### src/rtl/page_ctrl_pkg.sv
// rtl/page_ctrl_pkg.sv - page codes, key codes and counter sizing shared by the page_ctrl slice
// Page codes are decoded by the pixel mux and the renderers, so they live here
// rather than inside the FSM.
package page_ctrl_pkg;

  localparam logic [1:0] PAGE_START = 2'b00;
  localparam logic [1:0] PAGE_PLAY  = 2'b01;
  localparam logic [1:0] PAGE_PAUSE = 2'b10;
  localparam logic [1:0] PAGE_OVER  = 2'b11;

  // PS/2 set-2 make code for 'P'
  localparam logic [7:0] KEY_PAUSE = 8'h4D;

  // Bits needed to hold 0..max_val; never less than one bit so a zero limit
  // still yields a legal vector.
  function automatic int cnt_width(input int max_val);
    return (max_val < 1) ? 1 : $clog2(max_val + 1);
  endfunction

endpackage

### src/rtl/page_ctrl_if.sv
// rtl/page_ctrl_if.sv - keyboard/game status inputs and page outputs of the page sequencer
// master: the surrounding system (drives events, reads page outputs)
// slave : page_ctrl
//   frame_start  one-cycle pulse per frame
//   key_valid    one-cycle pulse, key_code valid
//   key_code     8-bit make code
//   snake_dead   collision level from game logic
//   page_sel     2-bit page code
//   game_run     high while on the play page
//   game_rst     one-cycle game clear on start->play
//   prompt_on    blink enable for the prompt text
interface page_ctrl_if;
  logic       frame_start;
  logic       key_valid;
  logic [7:0] key_code;
  logic       snake_dead;
  logic [1:0] page_sel;
  logic       game_run;
  logic       game_rst;
  logic       prompt_on;

  modport master (
    output frame_start, key_valid, key_code, snake_dead,
    input  page_sel, game_run, game_rst, prompt_on
  );

  modport slave (
    input  frame_start, key_valid, key_code, snake_dead,
    output page_sel, game_run, game_rst, prompt_on
  );
endinterface

### src/rtl/page_ctrl_frame_divider.sv
// rtl/page_ctrl_frame_divider.sv - frame-driven modulo-N counter with toggle output
// Ports:
//   clk     clock
//   rst     synchronous active-high reset (count 0, toggle 1)
//   clr     synchronous clear to the same values as reset; wins over tick
//   tick    advance one step (normally frame_start, qualified)
//   toggle  registered; flips on the tick that finds the count at N-1
module frame_divider
  import page_ctrl_pkg::*;
#(
  parameter int N = 30
) (
  input  logic clk,
  input  logic rst,
  input  logic clr,
  input  logic tick,
  output logic toggle
);

  localparam int             W    = cnt_width(N);
  localparam logic [W-1:0]   LAST = W'(N - 1);

  logic [W-1:0] cnt_q, cnt_d;
  logic         toggle_q, toggle_d;

  always_comb begin
    cnt_d    = cnt_q;
    toggle_d = toggle_q;
    if (clr) begin
      cnt_d    = '0;
      toggle_d = 1'b1;
    end else if (tick) begin
      if (cnt_q == LAST) begin
        cnt_d    = '0;
        toggle_d = ~toggle_q;
      end else begin
        cnt_d = cnt_q + 1'b1;
      end
    end
  end

  always_ff @(posedge clk) begin
    if (rst) begin
      cnt_q    <= '0;
      toggle_q <= 1'b1;
    end else begin
      cnt_q    <= cnt_d;
      toggle_q <= toggle_d;
    end
  end

  assign toggle = toggle_q;

endmodule

### src/rtl/page_ctrl.sv
// rtl/page_ctrl.sv - VGA front-end page sequencer (start/play/pause/over)
// Ports:
//   vga_clk  pixel clock, all logic on the rising edge
//   sys_rst  synchronous active-high reset
//   bus      page_ctrl_if.slave: frame_start, key_valid, key_code, snake_dead in;
//            page_sel, game_run, game_rst, prompt_on out (all registered)
module page_ctrl
  import page_ctrl_pkg::*;
#(
  parameter int         BLINK_FRAMES     = 30,
  parameter int         OVER_HOLD_FRAMES = 120,
  parameter logic [7:0] PAUSE_KEY        = KEY_PAUSE
) (
  input  logic        vga_clk,
  input  logic        sys_rst,
  page_ctrl_if.slave  bus
);

  localparam int           HW       = cnt_width(OVER_HOLD_FRAMES);
  localparam logic [HW-1:0] HOLD_MAX = HW'(OVER_HOLD_FRAMES);

  logic [1:0]    state_q, state_d;
  logic [HW-1:0] hold_cnt_q, hold_cnt_d;
  logic          game_run_q, game_run_d;
  logic          game_rst_q, game_rst_d;
  logic          show_q, show_d;
  logic          hold_done, pause_hit, state_chg, blink_tick, blink_tgl;

  // Keys in OVER only count once the registered hold count is at the limit,
  // so a key landing on the frame that reaches the limit is still dropped.
  assign hold_done = (hold_cnt_q == HOLD_MAX);
  assign pause_hit = bus.key_valid && (bus.key_code == PAUSE_KEY);

  always_comb begin
    state_d = state_q;
    case (state_q)
      PAGE_START: if (bus.key_valid) state_d = PAGE_PLAY;
      PAGE_PLAY: begin
        // collision outranks a simultaneous pause request
        if (bus.snake_dead)  state_d = PAGE_OVER;
        else if (pause_hit)  state_d = PAGE_PAUSE;
      end
      PAGE_PAUSE: if (pause_hit) state_d = PAGE_PLAY;
      default:    if (bus.key_valid && hold_done) state_d = PAGE_START;
    endcase
  end

  assign state_chg = (state_d != state_q);

  // A transition wins over a same-cycle frame: counters take entry values.
  always_comb begin
    hold_cnt_d = hold_cnt_q;
    if (state_chg)
      hold_cnt_d = '0;
    else if (state_q == PAGE_OVER && bus.frame_start && !hold_done)
      hold_cnt_d = hold_cnt_q + 1'b1;
  end

  assign blink_tick = bus.frame_start &&
                      ((state_q == PAGE_START) || (state_q == PAGE_OVER && hold_done));

  always_comb begin
    game_run_d = (state_d == PAGE_PLAY);
    game_rst_d = (state_q == PAGE_START) && (state_d == PAGE_PLAY);
    show_d     = (state_d == PAGE_START) ||
                 ((state_d == PAGE_OVER) && (hold_cnt_d == HOLD_MAX));
  end

  always_ff @(posedge vga_clk) begin
    if (sys_rst) begin
      state_q    <= PAGE_START;
      hold_cnt_q <= '0;
      game_run_q <= 1'b0;
      game_rst_q <= 1'b0;
      show_q     <= 1'b1;
    end else begin
      state_q    <= state_d;
      hold_cnt_q <= hold_cnt_d;
      game_run_q <= game_run_d;
      game_rst_q <= game_rst_d;
      show_q     <= show_d;
    end
  end

  frame_divider #(.N(BLINK_FRAMES)) u_blink (
    .clk    (vga_clk),
    .rst    (sys_rst),
    .clr    (state_chg),
    .tick   (blink_tick),
    .toggle (blink_tgl)
  );

  assign bus.page_sel  = state_q;
  assign bus.game_run  = game_run_q;
  assign bus.game_rst  = game_rst_q;
  // both terms are flops on vga_clk; the prompt is masked off the play pages
  // and during the game-over hold
  assign bus.prompt_on = show_q & blink_tgl;

endmodule

### src/flat_wrapper.sv
// flat-port wrapper written by rule: the top's interface ports become plain ports
module page_ctrl_flat import page_ctrl_pkg::*;
#(
  parameter int         BLINK_FRAMES     = 30,
  parameter int         OVER_HOLD_FRAMES = 120,
  parameter logic [7:0] PAUSE_KEY        = KEY_PAUSE
)
  (vga_clk, sys_rst, bus_frame_start, bus_key_valid, bus_key_code, bus_snake_dead, bus_page_sel, bus_game_run, bus_game_rst, bus_prompt_on);
  page_ctrl_if bus_i ();
  input  logic vga_clk;
  input  logic sys_rst;
  input wire logic [$bits(bus_i.frame_start)-1:0] bus_frame_start;
  input wire logic [$bits(bus_i.key_valid)-1:0] bus_key_valid;
  input wire logic [$bits(bus_i.key_code)-1:0] bus_key_code;
  input wire logic [$bits(bus_i.snake_dead)-1:0] bus_snake_dead;
  output wire logic [$bits(bus_i.page_sel)-1:0] bus_page_sel;
  output wire logic [$bits(bus_i.game_run)-1:0] bus_game_run;
  output wire logic [$bits(bus_i.game_rst)-1:0] bus_game_rst;
  output wire logic [$bits(bus_i.prompt_on)-1:0] bus_prompt_on;
  assign bus_i.frame_start = bus_frame_start;
  assign bus_i.key_valid = bus_key_valid;
  assign bus_i.key_code = bus_key_code;
  assign bus_i.snake_dead = bus_snake_dead;
  assign bus_page_sel = bus_i.page_sel;
  assign bus_game_run = bus_i.game_run;
  assign bus_game_rst = bus_i.game_rst;
  assign bus_prompt_on = bus_i.prompt_on;
  page_ctrl #(.BLINK_FRAMES(BLINK_FRAMES), .OVER_HOLD_FRAMES(OVER_HOLD_FRAMES), .PAUSE_KEY(PAUSE_KEY)) u_core (.vga_clk(vga_clk), .sys_rst(sys_rst), .bus(bus_i));
endmodule
### config.mk
export PLATFORM = sky130hd
export DESIGN_NAME = page_ctrl_flat
export DESIGN_NICKNAME = d
export VERILOG_FILES = /design/src/rtl/page_ctrl_pkg.sv /design/src/rtl/page_ctrl_if.sv /design/src/rtl/page_ctrl_frame_divider.sv /design/src/rtl/page_ctrl.sv /design/src/flat_wrapper.sv
export SDC_FILE = /design/constraint.sdc
export NUM_CORES = 1
export LEC_CHECK = 0
export ABC_AREA = 0
export ABC_CLOCK_PERIOD_IN_PS = 2000
export CAP_MARGIN = 20
export CORE_UTILIZATION = 51
export CTS_CLUSTER_DIAMETER = 120
export DETAILED_ROUTE_END_ITERATION = 12
export HOLD_SLACK_MARGIN = 0.06
export PLACE_DENSITY_LB_ADDON = 0.1
export SYNTH_ARGS = -nofsm -noshare
export SYNTH_HDL_FRONTEND = slang
export SYNTH_SLANG_ARGS = --single-unit
### constraint.sdc
create_clock -name vga_clk -period 2 [get_ports vga_clk]
set_clock_uncertainty 0.05 [all_clocks]
set_input_delay 0.3 -clock vga_clk [delete_from_list [all_inputs] [get_ports vga_clk]]
set_output_delay 0.3 -clock vga_clk [all_outputs]
set_load 0.02 [all_outputs]
==> results of run 1 <==
-- flip-flops by register name, summed over array words and instances, names as in the netlist --
register and count:
u_core.bus.game_rst 1, u_core.bus.game_run 1, u_core.bus.page_sel 2, u_core.hold_cnt_q 7, u_core.show_q 1, u_core.u_blink.cnt_q 5
u_core.u_blink.toggle 1
-- metal layers --
layer	vias to the layer above	track usage	part of all wire
li1	523	-	-
met1	471	0.3004	0.46
met2	36	0.3649	0.48
met3	5	0.04906	0.051
met4	0	0.08333	0.014
met5	-	0	0
-- cells by family after synthesis --
kind of cell,count (synthesis)
AND/OR/NAND/NOR,67
AO/OA/AOI/OAI,23
flip-flops,18
buffers and inverters,11
XOR/XNOR,6
adder cells (fa/ha/maj),4
multiplexers,2
-- layout make-up --
cell class | count | area, sq um | share of cell area
clock buffers | 4 | 36.28 | 0.02535
repair buffers | 29 | 275.3 | 0.1923
well taps | 27 | 33.78 | 0.02360
flip-flops and latches | 18 | 366.6 | 0.2561
multi-input cells | 102 | 696.9 | 0.4869
inverters | 6 | 22.52 | 0.01573
-- worst min-delay path, stage by stage (launching register included) --
cell and delay (ps):
dfxtp_1 330, o31ai_1 60, a21oi_1 50
-- per-stage QoR --
step                      setup slack [ps]  instance area [sq um]  total power, mW
final                                79.61                   1431           0.7418
after global routing                0.2256                   1431           0.7803
after CTS                            8.725                   1384           0.7452
after detailed placement            -240.7                   1345           0.5271
after global placement              -205.6                   1345           0.5246
after floorplan                      91.57                   1079           0.4583
-- worst paths after layout --
check                                         endpoint  cells past startpoint
setup / recovery        u_core.bus.game_run$_SDFF_PP0_                      7
hold / removal    u_core.u_blink.cnt_q[4]$_SDFFE_PP0P_                      2
setup reg to reg              u_core.show_q$_SDFF_PP1_                      5
hold reg to reg   u_core.u_blink.cnt_q[4]$_SDFFE_PP0P_                      2
-- power by group --
group	internal [mW]	switching [mW]	total [mW]	leakage, nW
clock	0.111	0.108	0.219	0.0210
combinational	0.0733	0.0707	0.144	0.358
sequential	0.368	0.0103	0.378	0.148
-- cell usage in the layout, fill, tap and decap left out, types with 2 or more instances in the layout --
cell and instances:
o21ai_0 2, nand4_1 3, nor2_1 13, a21oi_1 7, nand2b_1 4, nor4_1 2
mux2i_1 2, nand3_1 5, xor2_1 5, nor3_1 4, nor2b_1 2, o22ai_1 2
o221ai_1 2, clkbuf_4 3, clkdlybuf4s50_1 16, or3_1 4, nand3b_1 2, inv_1 5
ha_1 3, dfxtp_1 15, dfxtp_2 2, nand2_1 15, buf_4 11, o211ai_1 2
-- what timing repair did --
action	CTS	global route
endpoints found under the setup margin	1	14
gates resized for setup	2	8
buffers inserted	0	2
pin swaps	1	3
==> summary.txt, run 1 <==
Timing
  • Rel. slew slack: 0.7310
  • FMAX: 520.7 MHz
  • TNS Setup: 0 ps
  • Unrepaired setup endpoints after global routing: false
  • Setup-failing EPs final: 0
  • Worst slew pin tran: 398.2 ps
  • Period minus WS final: 1920 ps
  • Hold slack: 433.1 ps
  • Slew Limit Fails: 0
  • Final Hold Vio Count: 0
  • Part of the cycle the worst path needs: 0.9602

Synth
  • Synth area leaders: dfxtp_1 (33%), nand2_1 (5.2%), ha_1 (4.6%), nor2_1 (4.5%), xor2_1 (4.1%)
  • Seq cells post-synth: 18
  • Post-synth top area cell: dfxtp_1
  • Top-count cell post-synth: dfxtp_1
  • Fraction of registers with async set/reset: 0
  • Mapped cell area: 1079 sq um
  • Adder-cell share of the synthesized area: 0.04640
  • Post-synth top area share: 0.3341
  • Post-synthesis sequential area ratio: 0.3341
  • XOR/XNOR Fraction of Synth Area: 0.04872
  • Post-Synth Simple-Gate Area: 0.3550
  • Leading cell types by count after synthesis: dfxtp_1 (18), nand2_1 (15), nor2_1 (13), a21oi_1 (7), inv_1 (6)
  • Mapped Avg Cell Area: around 8 sq um
  • Synth Flop Type: dfxtp_1
  • Compound-cell area share of the yosys netlist: 0.1531
  • Mux contribution to synthesized area: 0.01856
  • Post-synth net total: between 100 and 150
  • Main combinational cell family by area after synthesis: simple AND/OR/NAND/NOR gates
  • Synth warnings: 0
  • Post-Synthesis Cells: ~130
  • Count of flip-flops with a built-in enable after synthesis: 0
  • Synth unique cells: 45

Run status
  • Status: complete, no violations

Critical path
  • Worst path cell trace: clkdlybuf4s50_1 -> or4b_1 -> nor3_4 -> buf_4 -> o22ai_1 -> a21boi_0 -> nor2_1
  • Crit Path Class: in2reg
  • Max FO, Critical Path: 4
  • Required @ worst endpoint: 2130 ps
  • Arr. time, crit path: ~2100 ps
  • Worst setup path startpoint: bus_key_code[5]
  • CP endpoint kind: flop
  • Critical Path Max Stage Delay: 570 ps
  • Reg2Reg Setup Slack: 120 ps
  • Buf+Inv Stages, Crit Path: 2
  • Slowest-stage cell, CP: or4b_1
  • Crit path launch type: input pin
  • Cell family with most CP delay: simple AND/OR/NAND/NOR gates
  • RR Startpoint: u_core.bus.page_sel[1]$_SDFF_PP0_

Clocking
  • CTS Hold Bufs: 0
  • H-tree levels: 1
  • Clk buf depth: 2
  • Clock-pin slew on the worst setup and hold paths: 100 ps
  • Root Buffer: clkbuf_4
  • Num CTS Buffers: 3
  • TritonCTS clock tree: built
  • Worst-skew pair later-pin latency: 290 ps
  • CTS sink cnt: 18

Final layout
  • Fillers: between 100 and 150
  • Util after Layout: 0.7222
  • Fin nets: 177
  • Layout cell share with drive strength beyond 1: 0.1824
  • Area Overhead vs Synth: 32.71%
  • Final cell count without fillers: approximately 190
  • Antenna diodes: 0

Floorplanning
  • Die Wd: 47.99 um
  • Full die area: 2303 sq um
  • Ports: 18
  • CORE AREA: 1982 sq um
  • Initial Util: 0.5442
  • Die H: 47.99 um
  • Row count: 16

Place
  • GPL Wtd Cong: 0.7965
  • # port buffers: 17
  • Dpl hpwl: 1.827 mm
  • Inst Count DP: 180

Detailed routing
  • Routed Wire Length: 2.409 mm
  • Iter 0 DRT Violations: 39
  • Post-route ant nets: 0
  • Pre-antenna DRT Iters: 4
  • Via-to-Cell Ratio: ~5.6
  • Residual DRC count: 0
  • Vias: just over 1k
  • Routed WL per cell: 12.95 um

Global routing
  • First-pass GRT wire length: 3.643 mm
  • Initial antenna violation count: 0
  • GR Overflow Total: 0
  • All-layer global routing usage: 0.2283
  • Largest net degree at the start of global routing: 14
  • Via count of the first global-routing pass: 864

Min path
  • Hold wc startpoint: u_core.u_blink.cnt_q[4]$_SDFFE_PP0P_
  • Hold Crit Class: reg2reg

Run
  • # Max-Cap Violations: 0

Pwr
  • PwrDens: ~520 nW/um^2
  • Worst IR drop on VDD: 356.0 uV
  • Leak: 0.5272 nW
Power figures use the tool's default switching activity.
==> run 2: changes to the inputs <==
- CAP_MARGIN: 20 -> 5
- GPL_TIMING_DRIVEN: not set -> 0
- SKIP_LAST_GASP: not set -> 1
==> run 2 against run 1 <==
Die area stayed put. Sequential power hardly changed. Highest routed layer is now met3. First-iteration DRC count is 62% lower. Utilization is 1.7 points lower. Fmax is 1.0% higher. Worst hold slack worse by 73 ps. Cell count is 1.6% lower.
==> summary.txt, run 2 (synthesis gave the netlist of run 1 again) <==
Run status
  • Status: complete, no violations (unchanged)

Critical path
  • Max FO, Critical Path: 5 (was 4)
  • Crit Path Class: reg2reg (was in2reg)
  • Crit path launch type: flop (was input pin)
  • Worst setup path startpoint: u_core.hold_cnt_q[0]$_SDFF_PP0_ (was bus_key_code[5])
  • RR Startpoint: u_core.hold_cnt_q[0]$_SDFF_PP0_ (was u_core.bus.page_sel[1]$_SDFF_PP0_)
  • Arr. time, crit path: 2060 ps (was 2050 ps)
  • CP endpoint kind: flop (unchanged)
  • Required @ worst endpoint: 2160 ps (was 2130 ps)

Pwr
  • Sequential fraction of design power: 0.537 (was 0.510)
  • Leak: 0.5336 nW (was 0.5272 nW)
  • Total power: 697.2 uW (was 741.8 uW)
  • Net Sw Frac: 0.2648 (was 0.2553)
  • Comb pwr share: 0.213 (was 0.194)
  • Switch Pwr: 184.6 uW (was 189.4 uW)
  • PwrDens: 498.8 nW/um^2 (was 518.2 nW/um^2)
  • Worst IR drop on VDD: 286.6 uV (was 356.0 uV)
  • Clock Power Share: 0.249 (was 0.296)
  • Internal power: 512.6 uW (was 552.4 uW)

Timing
  • Hold slack: 360.4 ps (was 433.1 ps)
  • Rel. slew slack: 0.6987 (was 0.7310)
  • FMAX: 526.1 MHz (was 520.7 MHz)
  • Setup-failing EPs final: 0 (unchanged)
  • TNS Setup: 0 ps (unchanged)
  • Worst slew pin tran: 446.1 ps (was 398.2 ps)
  • Part of the cycle the worst path needs: 0.9503 (was 0.9602)
  • Final Hold Vio Count: 0 (unchanged)
  • Unrepaired setup endpoints after global routing: false (unchanged)
  • Slew Limit Fails: 0 (unchanged)
  • Worst setup margin: 99.32 ps (was 79.61 ps)
  • Period minus WS final: 1901 ps (was 1920 ps)

Clocking
  • CTS Hold Bufs: 0 (unchanged)
  • CTS sink cnt: 18 (unchanged)
  • TritonCTS clock tree: built (unchanged)
  • Root Buffer: clkbuf_4 (unchanged)
  • Worst-skew pair later-pin latency: 290 ps (about the same)
  • Clk buf depth: 2 (unchanged)
  • Clock-pin slew on the worst setup and hold paths: 100 ps (about the same)
  • Num CTS Buffers: 3 (unchanged)
  • H-tree levels: 1 (unchanged)

Floorplanning
  • Row count: 16 (unchanged)
  • CORE AREA: 1982 sq um (unchanged)
  • Die Wd: 47.99 um (unchanged)
  • Full die area: 2303 sq um (unchanged)
  • Ports: 18 (unchanged)
  • Initial Util: 0.5442 (unchanged)
  • Die H: 47.99 um (unchanged)

Final layout
  • Antenna diodes: 0 (unchanged)
  • Layout cell share with drive strength beyond 1: 0.1667 (was 0.1824)
  • Max reg flops: 7 (unchanged)
  • Most frequent cells in the layout: dfxtp_1 (16), nand2_1 (15), nor2_1 (13), clkdlybuf4s50_1 (11), a21oi_1 (7) (was clkdlybuf4s50_1 (16), nand2_1 (15), dfxtp_1 (15), nor2_1 (13), buf_4 (11))
  • Fin area: 1398 sq um (was 1431 sq um)
  • Commonest non-fill, non-tap cell in the layout: dfxtp_1 (was clkdlybuf4s50_1)
  • Fin nets: 175 (was 177)
  • Top reg by flops: u_core.hold_cnt_q (unchanged)
  • Area Overhead vs Synth: 29.58% (was 32.71%)

Run
  • # Max-Cap Violations: 0 (unchanged)

Detailed routing
  • Routed Wire Length: 2.263 mm (was 2.409 mm)
  • Post-route ant nets: 0 (unchanged)
  • Vias: 1,033 (was 1,035)
  • Residual DRC count: 0 (unchanged)
  • Via-to-Cell Ratio: 5.645 (was 5.565)
  • Pre-antenna DRT Iters: 4 (unchanged)
  • Routed WL per cell: 12.37 um (was 12.95 um)
  • Iter 0 DRT Violations: 15 (was 39)

Global routing
  • First-pass GRT wire length: 3.408 mm (was 3.643 mm)
  • Largest net degree at the start of global routing: 11 (was 14)
  • Most crowded layer after global routing: met2 (unchanged)
  • Met3 GRT Util: 0.04528 (was 0.04906)
  • Global Route met2 Usage: 0.3270 (was 0.3649)
  • Met1 Usage GRT: 0.3032 (was 0.3004)
  • Via count of the first global-routing pass: 814 (was 864)
  • GR Overflow Total: 0 (unchanged)
  • All-layer global routing usage: 0.2082 (was 0.2283)
  • Initial antenna violation count: 0 (unchanged)

Place
  • Dpl hpwl: 1.604 mm (was 1.827 mm)
  • Placed cell area: 1272 sq um (was 1345 sq um)
  • # port buffers: 16 (was 17)
  • GPL Wtd Cong: 0.8320 (was 0.7965)
  • Dpl ws: -418.3 ps (was -240.7 ps)

Min path
  • Hold wc startpoint: bus_key_valid (was u_core.u_blink.cnt_q[4]$_SDFFE_PP0P_)
  • Hold Crit Class: in2reg (was reg2reg)
[run 2: stage by stage]
stage | std cells | util
final | 183 | 0.7052
after global routing | 183 | 0.7052
after CTS | 179 | 0.6673
after detailed placement | 174 | 0.6420
after global placement | 174 | 0.6420
after floorplan | 131 | -
[run 2: final timing paths]
path | end | slack (ps) | cells past startpoint
hold / removal | u_core.bus.game_rst$_SDFF_PP0_ | 360 | 3
hold reg to reg | u_core.u_blink.cnt_q[4]$_SDFFE_PP0P_ | 440 | 2
setup / recovery | u_core.show_q$_SDFF_PP1_ | 100 | 7
setup reg to reg | u_core.show_q$_SDFF_PP1_ | 100 | 7
[run 2: power groups by stage]
| stage | registers [mW] | logic, mW | clock network (mW) |
|---|---|---|---|
| floorplan | 0.390 | 0.0684 | 0 |
| global placement | 0.382 | 0.129 | 0 |
| detailed placement | 0.383 | 0.129 | 0 |
| CTS | 0.374 | 0.131 | 0.176 |
| global route | 0.377 | 0.163 | 0.197 |
| finish | 0.375 | 0.149 | 0.174 |
[run 2: cell type report]
cell class / count / area (sq um)
clock buffer: 3 / 22.52
multi-input combinational: 102 / 704.4
inverter: 6 / 22.52
buffer: 5 / 33.78
sequential: 18 / 362.8
fill: 155 / 584.3
tap: 27 / 33.78
timing repair buffer: 22 / 217.7
[run 2: layer usage]
layer / wire length [um] / vias to the layer above
li1: - / 527
met1: 1055 / 479
met2: 1091 / 27
met3: 116 / 0
met4: 0 / 0
met5: 0 / -
[run 2: what timing repair did]
action	in CTS	in global routing
buffers inserted	2	3
resized for setup	3	17
cloned	0	1
pin swaps	2	5
setup endpoints to repair	11	12
[run 2: worst max-delay path, cell delays in order, from the launching register on]
cell      delay (ps)
dfxtp_2          360
inv_2             80
ha_2             190
nand4b_4         160
o21ai_4          180
mux2i_1          100
or4_1            530
o31ai_2          180
==> run 3: changes to the inputs <==
- CORE_MARGIN: not set -> 3
==> run 3 against run 2 <==
Global-route usage decreased by 0.25 points. Total power up 7.4%. Cell count decreased by 0.55%. Combinational power is essentially flat. Utilization is 0.82 points higher. Flip-flop and latch count did not move. Clock power rose by 28%. Register-to-register slack worse by 20 ps. Worst setup slack got worse by 16 ps. Via count down 0.87%. Worst hold slack worse by 25 ps.
==> summary.txt, run 3 (synthesis gave the netlist of run 1 again) <==
Run status
  • Status: complete, no violations (unchanged)

Final layout
  • Fin nets: 173 (was 175)
  • Antenna diodes: 0 (unchanged)
  • Top reg by flops: u_core.hold_cnt_q (unchanged)
  • Area Overhead vs Synth: 31.09% (was 29.58%)
  • Max reg flops: 7 (unchanged)
  • Most frequent cells in the layout: dfxtp_1 (17), nand2_1 (15), clkdlybuf4s50_1 (11), nor2_1 (7), a21oi_1 (6) (was dfxtp_1 (16), nand2_1 (15), nor2_1 (13), clkdlybuf4s50_1 (11), a21oi_1 (7))
  • Layout cell share with drive strength beyond 1: 0.2000 (was 0.1667)
  • Commonest non-fill, non-tap cell in the layout: dfxtp_1 (unchanged)
  • Final cell count without fillers: 182 (was 183)

Pwr
  • Comb pwr share: 0.201 (was 0.213)
  • Internal power: 551.4 uW (was 512.6 uW)
  • Net Sw Frac: 0.2634 (was 0.2648)
  • Worst IR drop on VDD: 611.6 uV (was 286.6 uV)
  • Clock Power Share: 0.298 (was 0.249)
  • PwrDens: 529.5 nW/um^2 (was 498.8 nW/um^2)
  • Leak: 0.5303 nW (was 0.5336 nW)
  • Switch Pwr: 197.2 uW (was 184.6 uW)
  • Sequential fraction of design power: 0.501 (was 0.537)

Timing
  • Hold slack: 335.1 ps (was 360.4 ps)
  • Part of the cycle the worst path needs: 0.9582 (was 0.9503)
  • Final Hold Vio Count: 0 (unchanged)
  • TNS Setup: 0 ps (unchanged)
  • Period minus WS final: 1916 ps (was 1901 ps)
  • Unrepaired setup endpoints after global routing: true (was false)
  • Setup-failing EPs final: 0 (unchanged)
  • Rel. slew slack: 0.7314 (was 0.6987)
  • Worst slew pin tran: 397.7 ps (was 446.1 ps)
  • FMAX: 521.8 MHz (was 526.1 MHz)
  • Slew Limit Fails: 0 (unchanged)

Clocking
  • CTS sink cnt: 18 (unchanged)
  • Num CTS Buffers: 3 (unchanged)
  • Root Buffer: clkbuf_4 (unchanged)
  • Clock-pin slew on the worst setup and hold paths: 100 ps (about the same)
  • H-tree levels: 1 (unchanged)
  • Worst-skew pair later-pin latency: 290 ps (about the same)
  • CTS Hold Bufs: 0 (unchanged)
  • Clk buf depth: 2 (unchanged)
  • TritonCTS clock tree: built (unchanged)

Critical path
  • Buf+Inv Stages, Crit Path: 1 (unchanged)
  • Required @ worst endpoint: 2170 ps (was 2160 ps)
  • CP endpoint kind: flop (unchanged)
  • RR Startpoint: u_core.bus.page_sel[0]$_SDFF_PP0_ (was u_core.hold_cnt_q[0]$_SDFF_PP0_)
  • Cell family with most CP delay: simple AND/OR/NAND/NOR gates (unchanged)
  • Reg2Reg Depth: 6 (was 7)
  • Worst path cell trace: buf_4 -> and3_4 -> nand4_1 -> xor2_1 -> or4_4 -> o31ai_2 (was inv_2 -> ha_2 -> nand4b_4 -> o21ai_4 -> mux2i_1 -> or4_1 -> o31ai_2)
  • Max FO, Critical Path: 8 (was 5)
  • Critical Path Max Stage Delay: 550 ps (was 530 ps)
  • R2R Path End: u_core.show_q$_SDFF_PP1_ (unchanged)
  • Slowest-stage cell, CP: or4_4 (was or4_1)
  • Worst setup path startpoint: u_core.bus.page_sel[0]$_SDFF_PP0_ (was u_core.hold_cnt_q[0]$_SDFF_PP0_)
  • Reg2Reg Setup Slack: 80 ps (was 100 ps)
  • Crit path launch type: flop (unchanged)
  • Crit Path Class: reg2reg (unchanged)
  • Arr. time, crit path: 2090 ps (was 2060 ps)

Min path
  • Cells on Worst Hold Path: 3 (unchanged)
  • Hold wc startpoint: bus_key_valid (unchanged)
  • Hold path endpoint: u_core.bus.game_rst$_SDFF_PP0_ (unchanged)
  • Hold Crit Class: in2reg (unchanged)

Detailed routing
  • Routed Wire Length: 2.541 mm (was 2.263 mm)
  • Pre-antenna DRT Iters: 4 (unchanged)
  • Residual DRC count: 0 (unchanged)
  • Via-to-Cell Ratio: 5.626 (was 5.645)
  • Routed WL per cell: 13.96 um (was 12.37 um)
  • Post-route ant nets: 0 (unchanged)
  • Vias: 1,024 (was 1,033)
  • Iter 0 DRT Violations: 24 (was 15)

Global routing
  • First-pass GRT wire length: 4.181 mm (was 3.408 mm)
  • GR Overflow Total: 0 (unchanged)
  • All-layer global routing usage: 0.2056 (was 0.2082)
  • Via count of the first global-routing pass: 955 (was 814)
  • Largest net degree at the start of global routing: 11 (unchanged)
  • Initial antenna violation count: 0 (unchanged)

Floorplanning
  • CORE AREA: 1982 sq um (unchanged)
  • Full die area: 2702 sq um (was 2303 sq um)
  • Ports: 18 (unchanged)
  • Die H: 51.99 um (was 47.99 um)
  • Row count: 16 (unchanged)
  • Initial Util: 0.5442 (unchanged)
  • Die Wd: 51.99 um (was 47.99 um)

Run
  • # Max-Cap Violations: 0 (unchanged)

Place
  • Inst Count DP: 174 (unchanged)
  • Dpl hpwl: 1.762 mm (was 1.604 mm)
  • GPL Wtd Cong: 0.9083 (was 0.8320)
  • # port buffers: 16 (unchanged)
## run 3: worst max path at each step
stage	to	depth (start not counted)
detailed placement	u_core.hold_cnt_q[2]$_SDFF_PP0_	7
global placement	u_core.hold_cnt_q[3]$_SDFF_PP0_	7
finish	u_core.show_q$_SDFF_PP1_	6
floorplan	u_core.show_q$_SDFF_PP1_	6
CTS	u_core.show_q$_SDFF_PP1_	7
global route	u_core.u_blink.cnt_q[4]$_SDFFE_PP0P_	7
## run 3: power groups by stage
stage | combinational [mW] | sequential [mW] | clock, mW
finish | 0.151 | 0.375 | 0.223
floorplan | 0.0684 | 0.390 | 0
global placement | 0.130 | 0.382 | 0
detailed placement | 0.131 | 0.383 | 0
CTS | 0.134 | 0.375 | 0.232
global route | 0.161 | 0.377 | 0.246
## run 3: timing repair
action	in CTS	in global routing
pin swaps	2	10
resized for setup	4	22
gates cloned	0	1
setup buffers	2	1
endpoints found under the setup margin	11	12
## run 3: per-layer routing
layer	wire [um]	global-route usage	share of wire
met1	1135	0.2474	0.45
met5	0	0	0
met2	1260	0.3598	0.50
met3	118	0.06017	0.046
met4	26	0.03930	0.010
## run 3: area by class of cell
class                      instances  area, sq um
buffer                             5        31.28
clock buffer                       4        36.28
fill                             155        568.0
inverter                           6        22.52
multi-input combinational        102        725.7
sequential                        18        361.6
tap                               27        33.78
timing repair buffer              20        202.7
## run 3: per-stage QoR
step | setup slack (ps) | power, mW | util | area (sq um)
3_3_place_gp | -367.2 | 0.5117 | 0.6420 | 1272
2_1_floorplan | 91.57 | 0.4583 | - | 1079
4_1_cts | 1.432 | 0.7404 | 0.6755 | 1339
5_1_grt | -3.515 | 0.7838 | 0.7134 | 1414
6_report | 83.52 | 0.7486 | 0.7134 | 1414
3_5_place_dp | -442.0 | 0.5142 | 0.6420 | 1272
## run 3: tightest hold or removal path, stage by stage
cell	delay (ps)
clkbuf_1	170
inv_1	110
nor4_1	60
